File: config.mk
export PLATFORM = sky130hd
export DESIGN_NAME = dot_channel_sched_flat
export DESIGN_NICKNAME = d
export VERILOG_FILES = /design/src/rtl/dot_channel_sched_if.sv /design/src/rtl/dot_channel_sched.sv /design/src/flat_wrapper.sv
export SDC_FILE = /design/constraint.sdc
export NUM_CORES = 1
export LEC_CHECK = 0
export CAP_MARGIN = 0
export CORE_UTILIZATION = 37
export CTS_CLUSTER_DIAMETER = 40
export DETAILED_ROUTE_END_ITERATION = 6
export GPL_TIMING_DRIVEN = 1
export PLACE_DENSITY = 0.73
export SLEW_MARGIN = 15
export SYNTH_ARGS = -nofsm -noshare
export SYNTH_HDL_FRONTEND = slang
export SYNTH_SLANG_ARGS = --single-unit
File: constraint.sdc
create_clock -name clk -period 2.1 [get_ports clk]
set_input_delay 0.21 -clock clk [delete_from_list [all_inputs] [get_ports clk]]
set_output_delay 0.21 -clock clk [all_outputs]
set_load 0.1 [all_outputs]
File: src/rtl/dot_channel_sched_if.sv
// dot_channel_sched_if
//   Bundles every non-clock, non-reset signal of dot_channel_sched.
//   master : the scheduler side (drives dc_load/dc_cs, the result port and status).
//   slave  : the environment side (layer controller, dot_channel datapath, result consumer).
// Signals:
//   start, abort           layer-controller requests
//   dc_load, dc_cs         to dot_channel load / weight-bank select
//   dc_valid, dc_q         from dot_channel valid / dot product
//   out_valid, out_ready,
//   out_data, out_idx      result stream (valid/ready) with bank index
//   busy, done, err        status
interface dot_channel_sched_if #(
  parameter int DATA_LEN = 25
);
  logic                start;
  logic                abort;
  logic                dc_load;
  logic [3:0]          dc_cs;
  logic                dc_valid;
  logic [DATA_LEN-1:0] dc_q;
  logic                out_valid;
  logic                out_ready;
  logic [DATA_LEN-1:0] out_data;
  logic [3:0]          out_idx;
  logic                busy;
  logic                done;
  logic                err;

  modport master (
    input  start, abort, dc_valid, dc_q, out_ready,
    output dc_load, dc_cs, out_valid, out_data, out_idx, busy, done, err
  );

  modport slave (
    output start, abort, dc_valid, dc_q, out_ready,
    input  dc_load, dc_cs, out_valid, out_data, out_idx, busy, done, err
  );
endinterface

File: src/rtl/dot_channel_sched.sv
// dot_channel_sched
//   Sequences one dot_channel instance over weight banks 0..NUM_CS-1: raises
//   load per bank, waits for valid, captures the dot product and presents it
//   on a valid/ready result port tagged with the bank index.
// Ports:
//   clk     rising-edge clock
//   rst     asynchronous active-high reset
//   bus_io  dot_channel_sched_if.master (start/abort, dc_* channel controls,
//           out_* result stream, busy/done/err status)
// Optional feature:
//   DOT_SCHED_TIMEOUT_EN - when defined, a LOAD that sees no dc_valid for
//   TIMEOUT cycles sets the sticky err flag and returns to IDLE. When not
//   defined, LOAD waits forever and err is constant 0.
module dot_channel_sched #(
  parameter int NUM_CS   = 12,
  parameter int GAP      = 0,
  parameter int TIMEOUT  = 63,
  parameter int DATA_LEN = 25
) (
  input  logic                clk,
  input  logic                rst,
  dot_channel_sched_if.master bus_io
);

  typedef enum logic [1:0] {S_IDLE, S_LOAD, S_OUT, S_GAP} state_t;

  localparam logic [3:0] LAST_CS  = 4'(NUM_CS - 1);
  // GAP state counts down from GAP-1 so it lasts exactly GAP cycles.
  localparam logic [3:0] GAP_LAST = (GAP > 0) ? 4'(GAP - 1) : 4'd0;

  state_t              state_q, state_d;
  logic                dc_load_q, dc_load_d;
  logic [3:0]          dc_cs_q, dc_cs_d;
  logic                out_valid_q, out_valid_d;
  logic [DATA_LEN-1:0] out_data_q, out_data_d;
  logic [3:0]          out_idx_q, out_idx_d;
  logic                busy_q, busy_d;
  logic                done_q, done_d;
  logic [3:0]          gap_cnt_q, gap_cnt_d;

`ifdef DOT_SCHED_TIMEOUT_EN
  localparam int            TW      = $clog2(TIMEOUT + 1);
  localparam logic [TW-1:0] TO_LAST = TW'(TIMEOUT - 1);
  logic [TW-1:0] to_cnt_q, to_cnt_d;
  logic          err_q, err_d;
`endif

  always_comb begin
    state_d    = state_q;
    dc_cs_d    = dc_cs_q;
    out_data_d = out_data_q;
    out_idx_d  = out_idx_q;
    gap_cnt_d  = gap_cnt_q;
    done_d     = 1'b0;
`ifdef DOT_SCHED_TIMEOUT_EN
    err_d      = err_q;
    // Held at zero outside LOAD, so every LOAD entry starts counting from 0.
    to_cnt_d   = '0;
`endif
    if (bus_io.abort) begin
      state_d = S_IDLE;
    end else begin
      case (state_q)
        S_IDLE: begin
          if (bus_io.start) begin
            state_d = S_LOAD;
            dc_cs_d = 4'd0;
`ifdef DOT_SCHED_TIMEOUT_EN
            err_d   = 1'b0;
`endif
          end
        end
        S_LOAD: begin
          if (bus_io.dc_valid) begin
            out_data_d = bus_io.dc_q;
            out_idx_d  = dc_cs_q;
            state_d    = S_OUT;
          end
`ifdef DOT_SCHED_TIMEOUT_EN
          else if (to_cnt_q == TO_LAST) begin
            err_d   = 1'b1;
            state_d = S_IDLE;
          end else begin
            to_cnt_d = to_cnt_q + 1'b1;
          end
`endif
        end
        S_OUT: begin
          if (bus_io.out_ready) begin
            if (dc_cs_q == LAST_CS) begin
              done_d  = 1'b1;
              state_d = S_IDLE;
            end else begin
              dc_cs_d = dc_cs_q + 4'd1;
              if (GAP > 0) begin
                state_d   = S_GAP;
                gap_cnt_d = GAP_LAST;
              end else begin
                state_d = S_LOAD;
              end
            end
          end
        end
        S_GAP: begin
          if (gap_cnt_q == 4'd0) begin
            state_d = S_LOAD;
          end else begin
            gap_cnt_d = gap_cnt_q - 4'd1;
          end
        end
        default: state_d = S_IDLE;
      endcase
    end
    // Outputs are registered copies of the next-state decode, so they change
    // on the same edge as the state.
    dc_load_d   = (state_d == S_LOAD);
    out_valid_d = (state_d == S_OUT);
    busy_d      = (state_d != S_IDLE);
  end

  always_ff @(posedge clk or posedge rst) begin
    if (rst) begin
      state_q     <= S_IDLE;
      dc_load_q   <= 1'b0;
      dc_cs_q     <= 4'd0;
      out_valid_q <= 1'b0;
      out_data_q  <= '0;
      out_idx_q   <= 4'd0;
      busy_q      <= 1'b0;
      done_q      <= 1'b0;
      gap_cnt_q   <= 4'd0;
    end else begin
      state_q     <= state_d;
      dc_load_q   <= dc_load_d;
      dc_cs_q     <= dc_cs_d;
      out_valid_q <= out_valid_d;
      out_data_q  <= out_data_d;
      out_idx_q   <= out_idx_d;
      busy_q      <= busy_d;
      done_q      <= done_d;
      gap_cnt_q   <= gap_cnt_d;
    end
  end

`ifdef DOT_SCHED_TIMEOUT_EN
  always_ff @(posedge clk or posedge rst) begin
    if (rst) begin
      to_cnt_q <= '0;
      err_q    <= 1'b0;
    end else begin
      to_cnt_q <= to_cnt_d;
      err_q    <= err_d;
    end
  end
  assign bus_io.err = err_q;
`else
  assign bus_io.err = 1'b0;
`endif

  assign bus_io.dc_load   = dc_load_q;
  assign bus_io.dc_cs     = dc_cs_q;
  assign bus_io.out_valid = out_valid_q;
  assign bus_io.out_data  = out_data_q;
  assign bus_io.out_idx   = out_idx_q;
  assign bus_io.busy      = busy_q;
  assign bus_io.done      = done_q;

endmodule

File: src/flat_wrapper.sv
// flat-port wrapper written by rule: the top's interface ports become plain ports
module dot_channel_sched_flat 
#(
  parameter int NUM_CS   = 12,
  parameter int GAP      = 0,
  parameter int TIMEOUT  = 63,
  parameter int DATA_LEN = 25
)
  (clk, rst, bus_io_start, bus_io_abort, bus_io_dc_valid, bus_io_dc_q, bus_io_out_ready, bus_io_dc_load, bus_io_dc_cs, bus_io_out_valid, bus_io_out_data, bus_io_out_idx, bus_io_busy, bus_io_done, bus_io_err);
  dot_channel_sched_if #(.DATA_LEN(DATA_LEN)) bus_io_i ();
  input  logic clk;
  input  logic rst;
  input wire logic [$bits(bus_io_i.start)-1:0] bus_io_start;
  input wire logic [$bits(bus_io_i.abort)-1:0] bus_io_abort;
  input wire logic [$bits(bus_io_i.dc_valid)-1:0] bus_io_dc_valid;
  input wire logic [$bits(bus_io_i.dc_q)-1:0] bus_io_dc_q;
  input wire logic [$bits(bus_io_i.out_ready)-1:0] bus_io_out_ready;
  output wire logic [$bits(bus_io_i.dc_load)-1:0] bus_io_dc_load;
  output wire logic [$bits(bus_io_i.dc_cs)-1:0] bus_io_dc_cs;
  output wire logic [$bits(bus_io_i.out_valid)-1:0] bus_io_out_valid;
  output wire logic [$bits(bus_io_i.out_data)-1:0] bus_io_out_data;
  output wire logic [$bits(bus_io_i.out_idx)-1:0] bus_io_out_idx;
  output wire logic [$bits(bus_io_i.busy)-1:0] bus_io_busy;
  output wire logic [$bits(bus_io_i.done)-1:0] bus_io_done;
  output wire logic [$bits(bus_io_i.err)-1:0] bus_io_err;
  assign bus_io_i.start = bus_io_start;
  assign bus_io_i.abort = bus_io_abort;
  assign bus_io_i.dc_valid = bus_io_dc_valid;
  assign bus_io_i.dc_q = bus_io_dc_q;
  assign bus_io_i.out_ready = bus_io_out_ready;
  assign bus_io_dc_load = bus_io_i.dc_load;
  assign bus_io_dc_cs = bus_io_i.dc_cs;
  assign bus_io_out_valid = bus_io_i.out_valid;
  assign bus_io_out_data = bus_io_i.out_data;
  assign bus_io_out_idx = bus_io_i.out_idx;
  assign bus_io_busy = bus_io_i.busy;
  assign bus_io_done = bus_io_i.done;
  assign bus_io_err = bus_io_i.err;
  dot_channel_sched #(.NUM_CS(NUM_CS), .GAP(GAP), .TIMEOUT(TIMEOUT), .DATA_LEN(DATA_LEN)) u_core (.clk(clk), .rst(rst), .bus_io(bus_io_i));
endmodule
==> results.txt <==
The clock transition at the registers of the reported paths came out at about 0.080 ns. The worst pin sits at a relative slew slack of 52.8%. Yosys mapped the design onto 33 distinct sky130hd cell types. The signal on the critical path passes through ha_1 > a311oi_4 > nand2_2 > mux2_1. The total power density per cell area came out at approximately 1600 nW/um^2.

The worst register-to-register path ends at u_core.bus_io.dc_cs[0]. Timing would allow up to between 500 and 600 MHz. The number of gates resized after CTS was 0. Summed over all instances, the cell type with the most area after synthesis is sky130_fd_sc_hd__dfrtp_1. The depth of the worst register-to-register path is 4. The mapped netlist covers 1840 sq um. In the layout the commonest cells are 43 x sky130_fd_sc_hd__dfrtp_1, 37 x sky130_fd_sc_hd__buf_4, 30 x sky130_fd_sc_hd__clkdlybuf4s50_1. The remaining antenna violation count came out at 0.

The largest net degree at the start of global routing came out at 30. The reg-to-reg setup timing slack came out at around 0.41 ns. From left edge to right edge, the die measures around 72 microns. In this design, the largest share of critical-path delay is due to flip-flops.

The total setup violations reported at the end of the flow is 0. Summed over its instances, the top area cell type makes up 58.6% of the synthesized netlist area. After synthesis, the cell types taking the most area are sky130_fd_sc_hd__dfrtp_1 59%, sky130_fd_sc_hd__mux2_2 18%, sky130_fd_sc_hd__nor2_1 2.0%.

The area fraction in compound gates after synthesis came out at 5.93%. The share of the yosys chip area belonging to registers came out at between 50% and 60%. For this configuration, the core starts out at a cell density of between 30% and 40%. The flop and latch count out of synthesis is 43. The number of antenna violations at the first check in global routing came out at 0. The number of endpoints with negative hold slack in the final report is 0.

The type of destination of the critical path is a flop. In the routed layout, each cell is associated on average with a via count of ~4.5. The critical path ends at u_core.bus_io.dc_cs[0]. The share of post-route cells with drive strength above 1 came out at between 40% and 50%.

The area inside the core boundary is between 4000 and 5000 sq um. For this design the static power due to leakage is around 1.2 nW. Once placement finished, the instance area stood at 2490 sq um. The post-synthesis share of cell area spent on and, or, nand and nor gates came out at under 10%. The area growth from synthesis to layout came out at 42.3%. The xor-xnor portion of the synthesized cell area is about 1.4%. The flow ran to the end, and the final reports show no timing, DRC or antenna violations. For the worst setup path, the data required time is around 2.3 ns. The first-pass GRT wire length came out at 5.80 mm. After detailed routing, the number of remaining DRC violations is 0. The number of search-and-repair iterations in the first detailed-routing pass came out at 4. The detailed-placement wirelength estimate is 2.55 mm.

The post-CTS setup buffer count is 0. In this run the deepest clock path goes through 2 buffers. The via count of the first global-routing pass is between 1k and 1.5k. The number of placement rows is 25.

The number of nets in the synthesized netlist is ~170. The final-stage net count came out at approximately 240. TritonCTS built the clock tree.

The period utilization came out at about four fifths. The cell area after layout came out at roughly 2600 sq um. Multiplexer cells account for between 10% and 20% of the synthesized area. The antenna cell count came out at 0.

The number of cells produced by synthesis came out at roughly 140. The number of buffers and inverters on the critical path came out at 0. The timing startpoint of the critical path is u_core.bus_io.dc_cs[0]. The number of enable-type register cells in the synthesized netlist came out at 0. The clock tree root buffer cell is sky130_fd_sc_hd__clkbuf_8. The post-synthesis async set-or-reset flop share is 100%. The count of synthesis-stage warnings from yosys is 0. The final wirelength is between 3 and 4 mm.

Setup repair after global routing left no endpoint under its margin. For this run, the leading register cell type out of synthesis is sky130_fd_sc_hd__dfrtp_1. The die footprint came out at 5250 sq um. The top-level I/O count came out at between 60 and 70. The pin slew with the least headroom to its limit came out at 0.703 ns.

The average wire per standard cell came out at about 13 microns. The violation count after the first detailed-route iteration is 60. The startpoint identified for the worst register-to-register timing path is u_core.bus_io.dc_cs[0]. Dividing the synthesized area by the synthesized cell count gives 13.3 sq um. The number of H-tree levels is 2. The number of clock buffers inserted by TritonCTS is 5. Along the worst path, the maximum fanout reaches 7. The weighted congestion reported at the end of routability-driven placement came out at approximately 0.78. Clock tree synthesis found a total of 43 sinks.

The total power after layout is between 4 and 5 mW. The final-layout setup total negative slack is 0 ns. The worst path in the final design needs a cycle of approximately 1.7 ns, including I/O delays and setup.

The number of slew-limit violations in the final report is 0. The post-route worst setup slack came out at approximately 0.41 ns. The delay of the slowest cell on the worst path came out at 0.46 ns. The worst-case IR drop observed on VDD is around 1.2 mV. The clock latency on the worst-skew pair is about 0.29 ns. The critical path depth came out at 4. By area, the combinational part of the netlist is dominated by multiplexers. The number of vias in the routed layout is approximately 1.3k.

The adder-cell share of the synthesized area is approximately 1.4%. The post-route clock skew is between 0.002 and 0.003 ns. Leaving out fill and tap cells, the most frequent cell in the layout is sky130_fd_sc_hd__dfrtp_1. The global-route usage over all layers is around 15%. The number of maximum-capacitance violations came out at 0.

The critical path is of the flop to flop type. The worst hold path belongs to the class input pin to asynchronous set/reset pin. The cts-stage hold buffer count came out at 0. The total grt overflow is 0.

The floorplan die height is 72.4 microns. Data on the critical path arrives at its endpoint at approximately 1.9 ns. The slowest library cell on the worst path is sky130_fd_sc_hd__dfrtp_1. The number of port buffers is between 60 and 70. STA classifies the critical path startpoint as a flop.

Timing analysis after detailed placement gives a worst setup slack of approximately 0.29 ns.
==> through the flow <==
| stage | utilization [%] | std cells | hold slack, ns |
|---|---|---|---|
| CTS | 54.9 | 276 | 0.258 |
| global placement | 52.4 | 268 | 0.467 |
| detailed placement | 52.4 | 268 | 0.471 |
| finish | 54.9 | 276 | 0.244 |
| global route | 54.9 | 276 | 0.278 |
| floorplan | - | 138 | 0.362 |
==> how the worst min path moves through the flow <==
stage	start	end	slack, ns	cells past startpoint
after global placement	u_core.gap_cnt_q[3]	u_core.gap_cnt_q[3]	0.47	1
after floorplan	bus_io_dc_q[19]	u_core.bus_io.out_data[19]	0.36	1
after CTS	rst	u_core.bus_io.out_data[8]	0.26	2
after global routing	rst	u_core.bus_io.out_data[0]	0.28	2
final	rst	u_core.bus_io.out_data[2]	0.24	2
after detailed placement	u_core.gap_cnt_q[3]	u_core.gap_cnt_q[3]	0.47	1
==> cell families (layout without fill, tap and decap cells) <==
logic type               count (synthesis)  after routing
XOR/XNOR                                 3              3
multiplexers                            31             31
other                                    1              1
AND/OR/NAND/NOR                         34             34
buffers and inverters                   12             83
AO/OA/AOI/OAI                           12             12
flip-flops                              43             43
adder cells (fa/ha/maj)                  2              2
==> synthesized netlist by cell type (all sizes together), types with 2 or more instances <==
cell	number
mux2	31
o21ai	3
nor2	10
nand3b	3
ha	2
nand2	9
inv	6
buf	6
or2	2
nor3	2
xnor2	3
dfrtp	43
nand3	2
==> report_power, final <==
part / total [mW] / switching [mW] / internal, mW
Sequential: 1.19 / 0.139 / 1.06
Clock: 0.672 / 0.287 / 0.385
Combinational: 2.22 / 1.72 / 0.507
Total: 4.09 / 2.14 / 1.95
==> layer usage <==
| metal | vias up | share of wire (%) | track usage, % |
|---|---|---|---|
| met5 | - | 0 | 0 |
| met2 | 42 | 45 | 21.7 |
| met4 | 0 | 1.2 | 4.58 |
| met1 | 597 | 48 | 20.3 |
| li1 | 609 | - | - |
| met3 | 4 | 6.1 | 4.58 |
==> worst register-to-register path: cells and delay by family (launching register included) <==
family | cells | cell delay [ns]
adders and majority gates | 1 | 0.31
and+or+nand+nor | 1 | 0.11
AOI/OAI and AO/OA | 1 | 0.36
muxes | 1 | 0.33
DFF | 1 | 0.46
==> layout make-up <==
type                    count  area (sq um)
repair buffers             69           618
fillers                   426          2140
multi-input cells          83           693
clock inverters             2          35.0
well taps                  67          83.8
flip-flops and latches     43          1080
inverters                   6          22.5
clock buffers               6          82.6
==> sequential cells by signal, indices dropped and copies added (netlist names) <==
signal                   cells
u_core.bus_io.dc_cs          4
u_core.bus_io.done           1
u_core.bus_io.out_valid      1
u_core.bus_io.out_data      25
u_core.bus_io.out_idx        4
u_core.bus_io.busy           1
u_core.gap_cnt_q             4
u_core.state_q               2
u_core.bus_io.dc_load        1
(Power assumes the default switching activity.)
